[src/rtl/alu_pkg.sv]
// alu_pkg -- shared definitions for the ALU command sequencer.
//
// Holds the default datapath widths, the bit positions of the ALU flag
// vector {C,Z,P,V}, the sequencer FSM state encoding and the width of the
// settle counter. Imported by alu_settle_timer and alu_cmd_seq.
package alu_pkg;

    // Default widths for the operand/result bus and the opcode field.
    localparam int DEF_DATA_WIDTH   = 8;
    localparam int DEF_OPCODE_WIDTH = 4;

    // Bit positions inside the 4-bit flag vector {C,Z,P,V}.
    localparam int FLAG_C = 3;
    localparam int FLAG_Z = 2;
    localparam int FLAG_P = 1;
    localparam int FLAG_V = 0;

    // SETTLE_CYCLES is limited to 1..15, so a 4-bit counter holds SETTLE_CYCLES-1.
    localparam int SETTLE_W = 4;

    // Sequencer FSM states.
    typedef enum logic [1:0] {
        ST_IDLE   = 2'd0,  // waiting for a command, cmd_ready high
        ST_SETTLE = 2'd1,  // ALU inputs held while the result settles
        ST_RESP   = 2'd2   // response presented, waiting for rsp_ready
    } seq_state_t;

endpackage : alu_pkg

[src/rtl/alu_settle_timer.sv]
// alu_settle_timer -- loadable down-counter timing the ALU settle window.
//
// Ports:
//   clk, rst_n  : clock and asynchronous active-low reset
//   load        : load load_value into the counter (has priority over en)
//   en          : count down by one per cycle while non-zero
//   load_value  : value loaded on load (SETTLE_CYCLES-1 from the sequencer)
//   done        : high while enabled and the count has reached zero
module alu_settle_timer
    import alu_pkg::*;
#(
    parameter int CNT_WIDTH = SETTLE_W
) (
    input  logic                 clk,
    input  logic                 rst_n,
    input  logic                 load,
    input  logic                 en,
    input  logic [CNT_WIDTH-1:0] load_value,
    output logic                 done
);

    logic [CNT_WIDTH-1:0] count_q;

    // NOTE: sequential state is written with non-blocking (<=) assignments so
    // every flop samples the pre-edge values of its sources.
    always_ff @(posedge clk or negedge rst_n) begin
        if (!rst_n) begin
            count_q <= '0;
        end else if (load) begin
            count_q <= load_value;
        end else if (en && (count_q != '0)) begin
            count_q <= count_q - CNT_WIDTH'(1);
        end
    end

    // A load of zero makes done true on the very first enabled cycle, which
    // gives the one-cycle settle window for SETTLE_CYCLES=1.
    assign done = en && (count_q == '0);

endmodule : alu_settle_timer

[src/rtl/alu_cmd_seq.sv]
// alu_cmd_seq -- handshaked command front end for a combinational ALU.
//
// Accepts {a, b, opcode, sweep} commands on a valid/ready channel, drives the
// registered ALU inputs, waits SETTLE_CYCLES, then captures result and flags
// into a response held until accepted. A sweep command steps the opcode from
// cmd_opcode up to the maximum opcode, one response per opcode, without wrap.
//
// Ports:
//   clk, rst_n                       : clock, asynchronous active-low reset
//   cmd_valid / cmd_ready            : command handshake (ready only in IDLE)
//   cmd_a, cmd_b, cmd_opcode         : operands and (start) opcode
//   cmd_sweep                        : 1 = sweep cmd_opcode..OP_MAX
//   alu_a, alu_b, alu_opcode         : registered ALU inputs
//   alu_result, alu_flags            : ALU outputs {C,Z,P,V}
//   rsp_valid / rsp_ready            : response handshake
//   rsp_result, rsp_flags            : captured ALU outputs
//   rsp_opcode                       : opcode the response belongs to
//   rsp_last                         : final response of the command
//   busy                             : sequencer not in IDLE
module alu_cmd_seq
    import alu_pkg::*;
#(
    parameter int DATA_WIDTH    = DEF_DATA_WIDTH,
    parameter int OPCODE_WIDTH  = DEF_OPCODE_WIDTH,
    parameter int SETTLE_CYCLES = 1   // legal range 1..15
) (
    input  logic                    clk,
    input  logic                    rst_n,

    input  logic                    cmd_valid,
    output logic                    cmd_ready,
    input  logic [DATA_WIDTH-1:0]   cmd_a,
    input  logic [DATA_WIDTH-1:0]   cmd_b,
    input  logic [OPCODE_WIDTH-1:0] cmd_opcode,
    input  logic                    cmd_sweep,

    output logic [DATA_WIDTH-1:0]   alu_a,
    output logic [DATA_WIDTH-1:0]   alu_b,
    output logic [OPCODE_WIDTH-1:0] alu_opcode,
    input  logic [DATA_WIDTH-1:0]   alu_result,
    input  logic [3:0]              alu_flags,

    output logic                    rsp_valid,
    input  logic                    rsp_ready,
    output logic [DATA_WIDTH-1:0]   rsp_result,
    output logic [3:0]              rsp_flags,
    output logic [OPCODE_WIDTH-1:0] rsp_opcode,
    output logic                    rsp_last,

    output logic                    busy
);

    localparam logic [OPCODE_WIDTH-1:0] OP_MAX      = '1;
    localparam logic [SETTLE_W-1:0]     SETTLE_LOAD = SETTLE_W'(SETTLE_CYCLES - 1);

    seq_state_t state_q, state_d;
    logic       sweep_q;
    logic       cmd_fire;
    logic       rsp_fire;
    logic       last_op;
    logic       step_next;
    logic       timer_load;
    logic       timer_en;
    logic       timer_done;

    // Both ready and busy are pure decodes of the state register.
    assign cmd_ready = (state_q == ST_IDLE);
    assign busy      = (state_q != ST_IDLE);

    assign cmd_fire  = cmd_valid && cmd_ready;
    assign rsp_fire  = rsp_valid && rsp_ready;

    // The response in flight is the last one when not sweeping, or when the
    // sweep has reached the top opcode; this is what stops the opcode wrapping.
    assign last_op   = !sweep_q || (alu_opcode == OP_MAX);

    // Accepted non-final sweep response: advance to the next opcode.
    assign step_next = (state_q == ST_RESP) && rsp_fire && !rsp_last;

    assign timer_load = cmd_fire || step_next;
    assign timer_en   = (state_q == ST_SETTLE);

    alu_settle_timer #(
        .CNT_WIDTH (SETTLE_W)
    ) u_settle_timer (
        .clk        (clk),
        .rst_n      (rst_n),
        .load       (timer_load),
        .en         (timer_en),
        .load_value (SETTLE_LOAD),
        .done       (timer_done)
    );

    // ------------------------------------------------------------------
    // FSM state register
    // ------------------------------------------------------------------
    always_ff @(posedge clk or negedge rst_n) begin
        if (!rst_n) begin
            state_q <= ST_IDLE;
        end else begin
            state_q <= state_d;
        end
    end

    // ------------------------------------------------------------------
    // FSM next-state logic
    // ------------------------------------------------------------------
    // NOTE: state_d is given its hold value before the case so every path
    // assigns it and no latch is inferred.
    always_comb begin
        state_d = state_q;
        unique case (state_q)
            ST_IDLE: begin
                if (cmd_fire) begin
                    state_d = ST_SETTLE;
                end
            end
            ST_SETTLE: begin
                if (timer_done) begin
                    state_d = ST_RESP;
                end
            end
            ST_RESP: begin
                if (rsp_fire) begin
                    state_d = rsp_last ? ST_IDLE : ST_SETTLE;
                end
            end
            default: begin
                state_d = ST_IDLE;
            end
        endcase
    end

    // ------------------------------------------------------------------
    // ALU input registers and sweep flag
    // ------------------------------------------------------------------
    // These keep their last values in IDLE so the ALU output stays observable.
    always_ff @(posedge clk or negedge rst_n) begin
        if (!rst_n) begin
            alu_a      <= '0;
            alu_b      <= '0;
            alu_opcode <= '0;
            sweep_q    <= 1'b0;
        end else if (cmd_fire) begin
            alu_a      <= cmd_a;
            alu_b      <= cmd_b;
            alu_opcode <= cmd_opcode;
            sweep_q    <= cmd_sweep;
        end else if (step_next) begin
            alu_opcode <= alu_opcode + OPCODE_WIDTH'(1);
        end
    end

    // ------------------------------------------------------------------
    // Response registers
    // ------------------------------------------------------------------
    // Capture happens only on the SETTLE->RESP edge, so the payload is stable
    // for as long as the consumer applies backpressure.
    always_ff @(posedge clk or negedge rst_n) begin
        if (!rst_n) begin
            rsp_valid  <= 1'b0;
            rsp_result <= '0;
            rsp_flags  <= '0;
            rsp_opcode <= '0;
            rsp_last   <= 1'b0;
        end else if ((state_q == ST_SETTLE) && timer_done) begin
            rsp_valid  <= 1'b1;
            rsp_result <= alu_result;
            rsp_flags  <= alu_flags;
            rsp_opcode <= alu_opcode;
            rsp_last   <= last_op;
        end else if ((state_q == ST_RESP) && rsp_fire) begin
            rsp_valid  <= 1'b0;
        end
    end

endmodule : alu_cmd_seq
[config.mk]
export PLATFORM = sky130hd
export DESIGN_NAME = alu_cmd_seq
export DESIGN_NICKNAME = d
export VERILOG_FILES = /design/src/rtl/alu_pkg.sv /design/src/rtl/alu_settle_timer.sv /design/src/rtl/alu_cmd_seq.sv
export SDC_FILE = /design/constraint.sdc
export NUM_CORES = 1
export LEC_CHECK = 0
export BUFFER_PORTS_ARGS = -buffer_cell sky130_fd_sc_hd__buf_2
export CAP_MARGIN = 20
export CORE_MARGIN = 1.5
export CORE_UTILIZATION = 50
export DETAILED_ROUTE_END_ITERATION = 6
export PLACE_DENSITY = 0.87
export SLEW_MARGIN = 10
export SYNTH_ARGS = -nofsm -noshare
export SYNTH_HDL_FRONTEND = slang
export SYNTH_SLANG_ARGS = --single-unit
[constraint.sdc]
create_clock -name clk -period 2.9 [get_ports clk]
set_input_delay 0 -clock clk [delete_from_list [all_inputs] [get_ports clk]]
set_output_delay 0 -clock clk [all_outputs]
set_load 0.005 [all_outputs]
==> flow_summary.ini, run 1 <==
[place]
dp_hpwl_um = 2830
placed_area_um2 = 2390
numPortBuffers = 76
gp_congestion = 0.765

[global_routing]
grt_max_degree = 46
antenna_found_initial = 0
grt_overflow = 0
grt_pass1_vias = 1594
global_route.usage.total_pct = 23.1
grt_pass1_wl_um = 7420

[clock_tree]
cts.reportedPaths.clkPinSlew_ps = 80
clk_latency_ps = 290
numCtsBuffers = 5
clockBufferDepth = 2
root_buffer = clkbuf_8
htreeDepth = 2
clock_sinks = 45
tritoncts = built
cts_setup_buffers = 0

[drt]
routed_wl_um = 4620
ant_nets = 0
avgRoutedWirePerCell_um = 15.0
drc = 0
vias_per_cell = 5.08
dr.pass1.iters = 4
vias = 1560
drt_iter0_markers = 81

[setup_path]
cp_top_family = simple AND/OR/NAND/NOR gates
end_kind = flip-flop
criticalPathCategory = reg -> reg
critPathBufInv = 1
crit_chain = inv_1 -> ha_1 -> or2b_1 -> or3_1 -> mux2_2
critical_path.max_stage_delay_ps = 700
rrSetupSlack_ps = 680
arrival_ps = 2400
crit_slowest_cell = or3_1
cp.required_ps = 3080
critPathLaunchType = flip-flop
crit_path_max_fanout = 19

[yosys]
synth-seq-cells = 45
synth-seq-area-share_pct = 56.9
ys_types = 31
synth_flop_cell = dfrtp_1
yosysTopAreaCell = dfrtp_1
synth_edf_count = 0
ys_warn_count = 0
syn_nets = 185
synth_top_area_share_pct = 56.9
ys_async_sr_fraction_pct = 100
syn_avg_cell_area_um2 = 13.7
ys_top_cells_by_area = dfrtp_1, mux2_2, mux2_4, ha_1, or3_1
synthCells = 145
syn_area_um2 = 1980

[sta]
clock_skew_ps = 4.20
slew_headroom_pct = 37.2
finalSetupViolations = 0
final_hold_viol_count = 0
fin_crit_ps = 2220
tightest_slew_ps = 943
rsz0062_at_grt = false
fin_crit_sh_pct = 76.5
slew_violations = 0
fin_setup_tns_ps = 0
timing.fmax_ghz = 0.451

[die]
start_util_pct = 52.9
io_pins = 77
core_um2 = 3740
die_h_um = 65.9
fp-row-count = 22
die_w_um = 65.9
die_area_um2 = 4350

[power]
max-vdd-ir-drop_mv = 0.597
leakagePower_nw = 1.37
power.density_nw_per_um2 = 977

[outcome]
status = finished clean

[hold_path]
hold_class = in -> reg

[run]
drv_cap = 0

[layout]
antenna_cells = 0
regArea_um2 = 1130
multi_input_area_um2 = 791
fillCellCount = 247
nets = 298
drive_above_1_share_pct = 47.5
final_cell_area_um2 = 2820
area_growth_pct = 42.5
==> Yosys cell counts, types with 3 or more instances <==
library cell and n:
nand3_1 4, nor2_1 4, a21oi_1 5, mux2_2 28, ha_1 3, nand2_1 6, o21ai_0 5, nand4b_1 3
mux2_4 8, dfrtp_1 45, inv_1 6, or3_1 5
==> worst paths after layout <==
kind,start,to,cells after the start
min,cmd_opcode[1],alu_opcode[1]$_DFFE_PN0P_,3
max reg2reg,u_settle_timer.count_q[0]$_DFFE_PN0P_,rsp_flags[0]$_DFFE_PN0P_,5
max in group asynchronous,rst_n,alu_b[1]$_DFFE_PN0P_,3
max,u_settle_timer.count_q[0]$_DFFE_PN0P_,rsp_flags[0]$_DFFE_PN0P_,5
min in group asynchronous,rst_n,alu_opcode[3]$_DFFE_PN0P_,2
min reg2reg,rsp_opcode[2]$_DFFE_PN0P_,rsp_opcode[2]$_DFFE_PN0P_,1
==> cells in the final DEF, fill, tap and decap left out, types with 2 or more instances in the layout <==
master,count
nand2_1,6
nand2b_1,2
clkbuf_1,2
clkbuf_8,5
inv_1,6
mux2_2,28
dlygate4sd3_1,33
or3_1,5
dfrtp_1,45
ha_1,3
nand3_1,4
nor2_1,4
nand4b_1,3
a21oi_1,5
o21ai_0,5
mux2_4,8
or2b_1,2
buf_2,76
==> stage by stage <==
step | hold slack [ps] | setup slack, ps | util, % | power, mW | cells
2_1_floorplan | -296 | 1040 | - | 1.91 | 145
3_3_place_gp | 206 | 783 | 63.8 | 2.28 | 265
3_5_place_dp | 208 | 710 | 63.8 | 2.33 | 265
4_1_cts | 56.8 | 707 | 74.8 | 2.74 | 306
5_1_grt | 64.5 | 601 | 75.4 | 2.95 | 307
6_report | 58.8 | 681 | 75.4 | 2.76 | 307
==> per-layer routing <==
layer / GRT usage (%) / vias up / share of wire [%]
met1: 26.9 / 750 / 40
met5: 0 / - / 0
li1: - / 742 / -
met2: 40.7 / 56 / 52
met3: 6.47 / 12 / 5.8
met4: 8.16 / 0 / 2.0
==> report_power, final <==
part	switching [mW]	internal (mW)
Combinational	0.492	0.718
Sequential	0.235	0.940
Clock	0.201	0.170
==> state kept, by name (all words and copies together) (netlist names) <==
signal and count:
sweep_q 1, rsp_result 8, u_settle_timer.count_q 4, alu_a 8
rsp_valid 1, rsp_flags 4, alu_opcode 4, state_q 2
rsp_opcode 4, alu_b 8, rsp_last 1
==> cell families (layout without fill, tap and decap cells) <==
logic type / Yosys count / count (layout) / share of synthesized area [%]
multiplexers: 36 / 36 / 22.0
AND/OR/NAND/NOR: 34 / 34 / 10.7
flip-flops: 45 / 45 / 56.9
AO/OA/AOI/OAI: 16 / 16 / 5.05
adder cells (fa/ha/maj): 3 / 3 / 1.90
buffers and inverters: 11 / 125 / 3.47
==> timing repair <==
item,4_1_cts,5_1_grt
resized for setup,0,0
hold buffers,33,0
endpoints found under the hold margin,77,0
==> worst register-to-register path: cells and delay by family (launching register included) <==
| kind | cells | cell delay, ps |
|---|---|---|
| buf+inv | 1 | 100 |
| fa+ha+maj | 1 | 180 |
| mux | 1 | 450 |
| simple gates | 2 | 940 |
| flops | 1 | 420 |
==> area by class of cell <==
class / instances / share of cell area [%]
clock buffers: 7 / 2.71
clock inverters: 1 / 0.266
inverters: 6 / 0.798
multi-input cells: 89 / 28.0
flip-flops and latches: 45 / 39.9
well taps: 48 / 2.13
repair buffers: 111 / 26.2
(Power assumes the default switching activity.)
==> run 2: changes to the inputs <==
--- a/config.mk
+++ b/config.mk
@@ -5,12 +5,13 @@
 export SDC_FILE = /design/constraint.sdc
 export NUM_CORES = 1
 export LEC_CHECK = 0
+export ABC_AREA = 1
 export BUFFER_PORTS_ARGS = -buffer_cell sky130_fd_sc_hd__buf_2
 export CAP_MARGIN = 20
 export CORE_MARGIN = 1.5
-export CORE_UTILIZATION = 50
+export CORE_UTILIZATION = 43
 export DETAILED_ROUTE_END_ITERATION = 6
-export PLACE_DENSITY = 0.87
+export PLACE_DENSITY = 0.8
 export SLEW_MARGIN = 10
 export SYNTH_ARGS = -nofsm -noshare
 export SYNTH_HDL_FRONTEND = slang
==> constraint.sdc (replaced) <==
create_clock -name clk -period 2 [get_ports clk]
set_input_delay 0 -clock clk [delete_from_list [all_inputs] [get_ports clk]]
set_output_delay 0 -clock clk [all_outputs]
set_load 0.005 [all_outputs]
==> flow_summary.ini, run 2 <==
[outcome]
status = finished clean

[sta]
setup_ws_ps = 489
final_hold_viol_count = 0
finalSetupViolations = 0
rsz0062_at_grt = false
timing.fmax_ghz = 0.662
fin_setup_tns_ps = 0
clock_skew_ps = 4.90
fin_crit_ps = 1510
hold_ws_ps = 17.0
tightest_slew_ps = 349
slew_violations = 0
fin_crit_sh_pct = 75.6
slew_headroom_pct = 76.7

[clock_tree]
cts.reportedPaths.clkPinSlew_ps = 80
htreeDepth = 2
clk_latency_ps = 290
root_buffer = clkbuf_8
clockBufferDepth = 2
clock_sinks = 45
tritoncts = built
numCtsBuffers = 5

[hold_path]
hold_class = in -> reg
min_from = cmd_opcode[1]
hold_path_depth = 5
whs_endpoint = alu_opcode[1]$_DFFE_PN0P_

[power]
clockPowerShare_pct = 14.0
leakagePower_nw = 1.60
max-vdd-ir-drop_mv = 0.840
netSwitchingFraction_pct = 39.7
switchingPower_mw = 1.49
p_int_mw = 2.27
total_power_mw = 3.77
power.density_nw_per_um2 = 1360
power_frac_comb_pct = 43.4
seq_power_share_pct = 42.6

[yosys]
ys_async_sr_fraction_pct = 100
ys_types = 20
ys_warn_count = 0
synth_top_area_share_pct = 57.6
synth-seq-cells = 45
yosysTopAreaCell = dfrtp_1
ys_top_cells_by_area = dfrtp_1, nand2_1, inv_1, nand3_1, ha_1
synth_edf_count = 0
syn_area_um2 = 1960
synthCells = 237
synth-seq-area-share_pct = 57.6
synth_flop_cell = dfrtp_1
syn_avg_cell_area_um2 = 8.25
syn_nets = 277
synth_most_common_cell = nand2_1
ys_top_cells_by_count = nand2_1, dfrtp_1, inv_1

[setup_path]
end_kind = flip-flop
rrSetupSlack_ps = 490
arrival_ps = 1750
critPathLaunchType = flip-flop
reg2reg_to = alu_opcode[2]$_DFFE_PN0P_
r2r_start = state_q[1]$_DFFE_PN0P_
cp.required_ps = 2230
criticalPathCategory = reg -> reg
ff2ff_path_depth = 7
crit_path_max_fanout = 23

[die]
start_util_pct = 44.9
io_pins = 77
core_um2 = 4350
die_w_um = 70.4
fp-row-count = 24
die_area_um2 = 4960
die_h_um = 70.4

[place]
placed_area_um2 = 2380
gp_congestion = 0.784
dp_hpwl_um = 3270
dp_slack_ps = 499
numPortBuffers = 76
dp_cells = 361

[layout]
post-route-util_pct = 63.6
biggestRegsByFlops = alu_a (8), alu_b (8), rsp_result (8)
area_growth_pct = 41.7
nets = 387
mostFrequentLayoutCell = nand2_1
final_cell_mix = nand2_1, buf_2, dfrtp_1, dlygate4sd3_1, inv_1
drive_above_1_share_pct = 26.4
final_cell_area_um2 = 2770
fin_cells = 400
fillCellCount = 378
antenna_cells = 0

[drt]
wl_met2_um = 2450
dr.pass1.iters = 4
drc = 0
avgRoutedWirePerCell_um = 12.3
vias_per_cell = 4.79
met3_length_um = 301
top_layer = met4
drt_iter0_markers = 96
vias = 1916
ant_nets = 0
routed_wl_um = 4910
wl_met1_um = 2080

[global_routing]
antenna_found_initial = 0
global_route.usage.total_pct = 20.8
grt_max_degree = 24
grt_pass1_vias = 1816
grt_pass1_wl_um = 8090
grt_overflow = 0

[run]
drv_cap = 0
-- run 2: changes by cell type after synthesis, moves of 3 or more --
cell,previous run,this run
buf_2,1,5
inv_1,6,13
mux2_2,28,0
mux2_4,8,0
nand2_1,6,137
nand3_1,4,8
nand4b_1,3,0
o21ai_0,5,2
or3_1,5,0
-- run 2: power groups by stage --
| stage | clock network (mW) | registers, mW | logic, mW |
|---|---|---|---|
| 2_1_floorplan | 0 | 1.62 | 0.959 |
| 3_3_place_gp | 0 | 1.61 | 1.52 |
| 3_5_place_dp | 0 | 1.61 | 1.59 |
| 4_1_cts | 0.542 | 1.60 | 1.64 |
| 5_1_grt | 0.579 | 1.66 | 1.88 |
| 6_report | 0.527 | 1.60 | 1.64 |
-- run 2: cells by family (layout without fill, tap and decap cells) --
logic type | Yosys count | count (layout) | share of synthesized area [%]
buffers and inverters | 22 | 133 | 5.18
DFF | 45 | 45 | 57.6
and+or+nand+nor | 159 | 159 | 33.3
AOI/OAI and AO/OA | 8 | 8 | 2.05
adders and majority gates | 3 | 3 | 1.92
-- run 2: worst max path at each step --
stage | startpoint | to | slack [ps] | cells after the start
global route | state_q[1]$_DFFE_PN0P_ | alu_opcode[1]$_DFFE_PN0P_ | 350 | 7
floorplan | alu_opcode[0]$_DFFE_PN0P_ | alu_opcode[2]$_DFFE_PN0P_ | 770 | 6
global placement | state_q[1]$_DFFE_PN0P_ | alu_opcode[3]$_DFFE_PN0P_ | 560 | 6
detailed placement | state_q[1]$_DFFE_PN0P_ | alu_opcode[3]$_DFFE_PN0P_ | 500 | 6
CTS | state_q[1]$_DFFE_PN0P_ | alu_opcode[2]$_DFFE_PN0P_ | 480 | 7
finish | state_q[1]$_DFFE_PN0P_ | alu_opcode[2]$_DFFE_PN0P_ | 490 | 7
-- run 2: area by class of cell --
type	count	area [µm²]	share of cell area [%]
inverters	15	57.6	2.08
repair buffers	110	713	25.7
multi-input cells	170	728	26.3
clock buffers	8	80.1	2.89
flip-flops and latches	45	1130	40.7
well taps	52	65.1	2.35
-- run 2: repair_timing --
item,4_1_cts,5_1_grt
buffers inserted,0,0
endpoints found under the setup margin,0,0
gates resized for setup,0,0
hold buffers,31,0
endpoints found under the hold margin,75,0
-- run 2: critical path, stage by stage, from the launching register on --
cell	delay (ps)
dfrtp_1	460
nor2_4	180
nand2_4	180
inv_2	330
nand2_1	100
nand2_1	80
nand2_1	50
nand2_1	60
-- run 2: layer usage --
metal,track usage [%],vias to the layer above
li1,-,940
met1,25.9,893
met2,34.9,73
met3,5.19,10
met4,7.48,0
met5,0,-
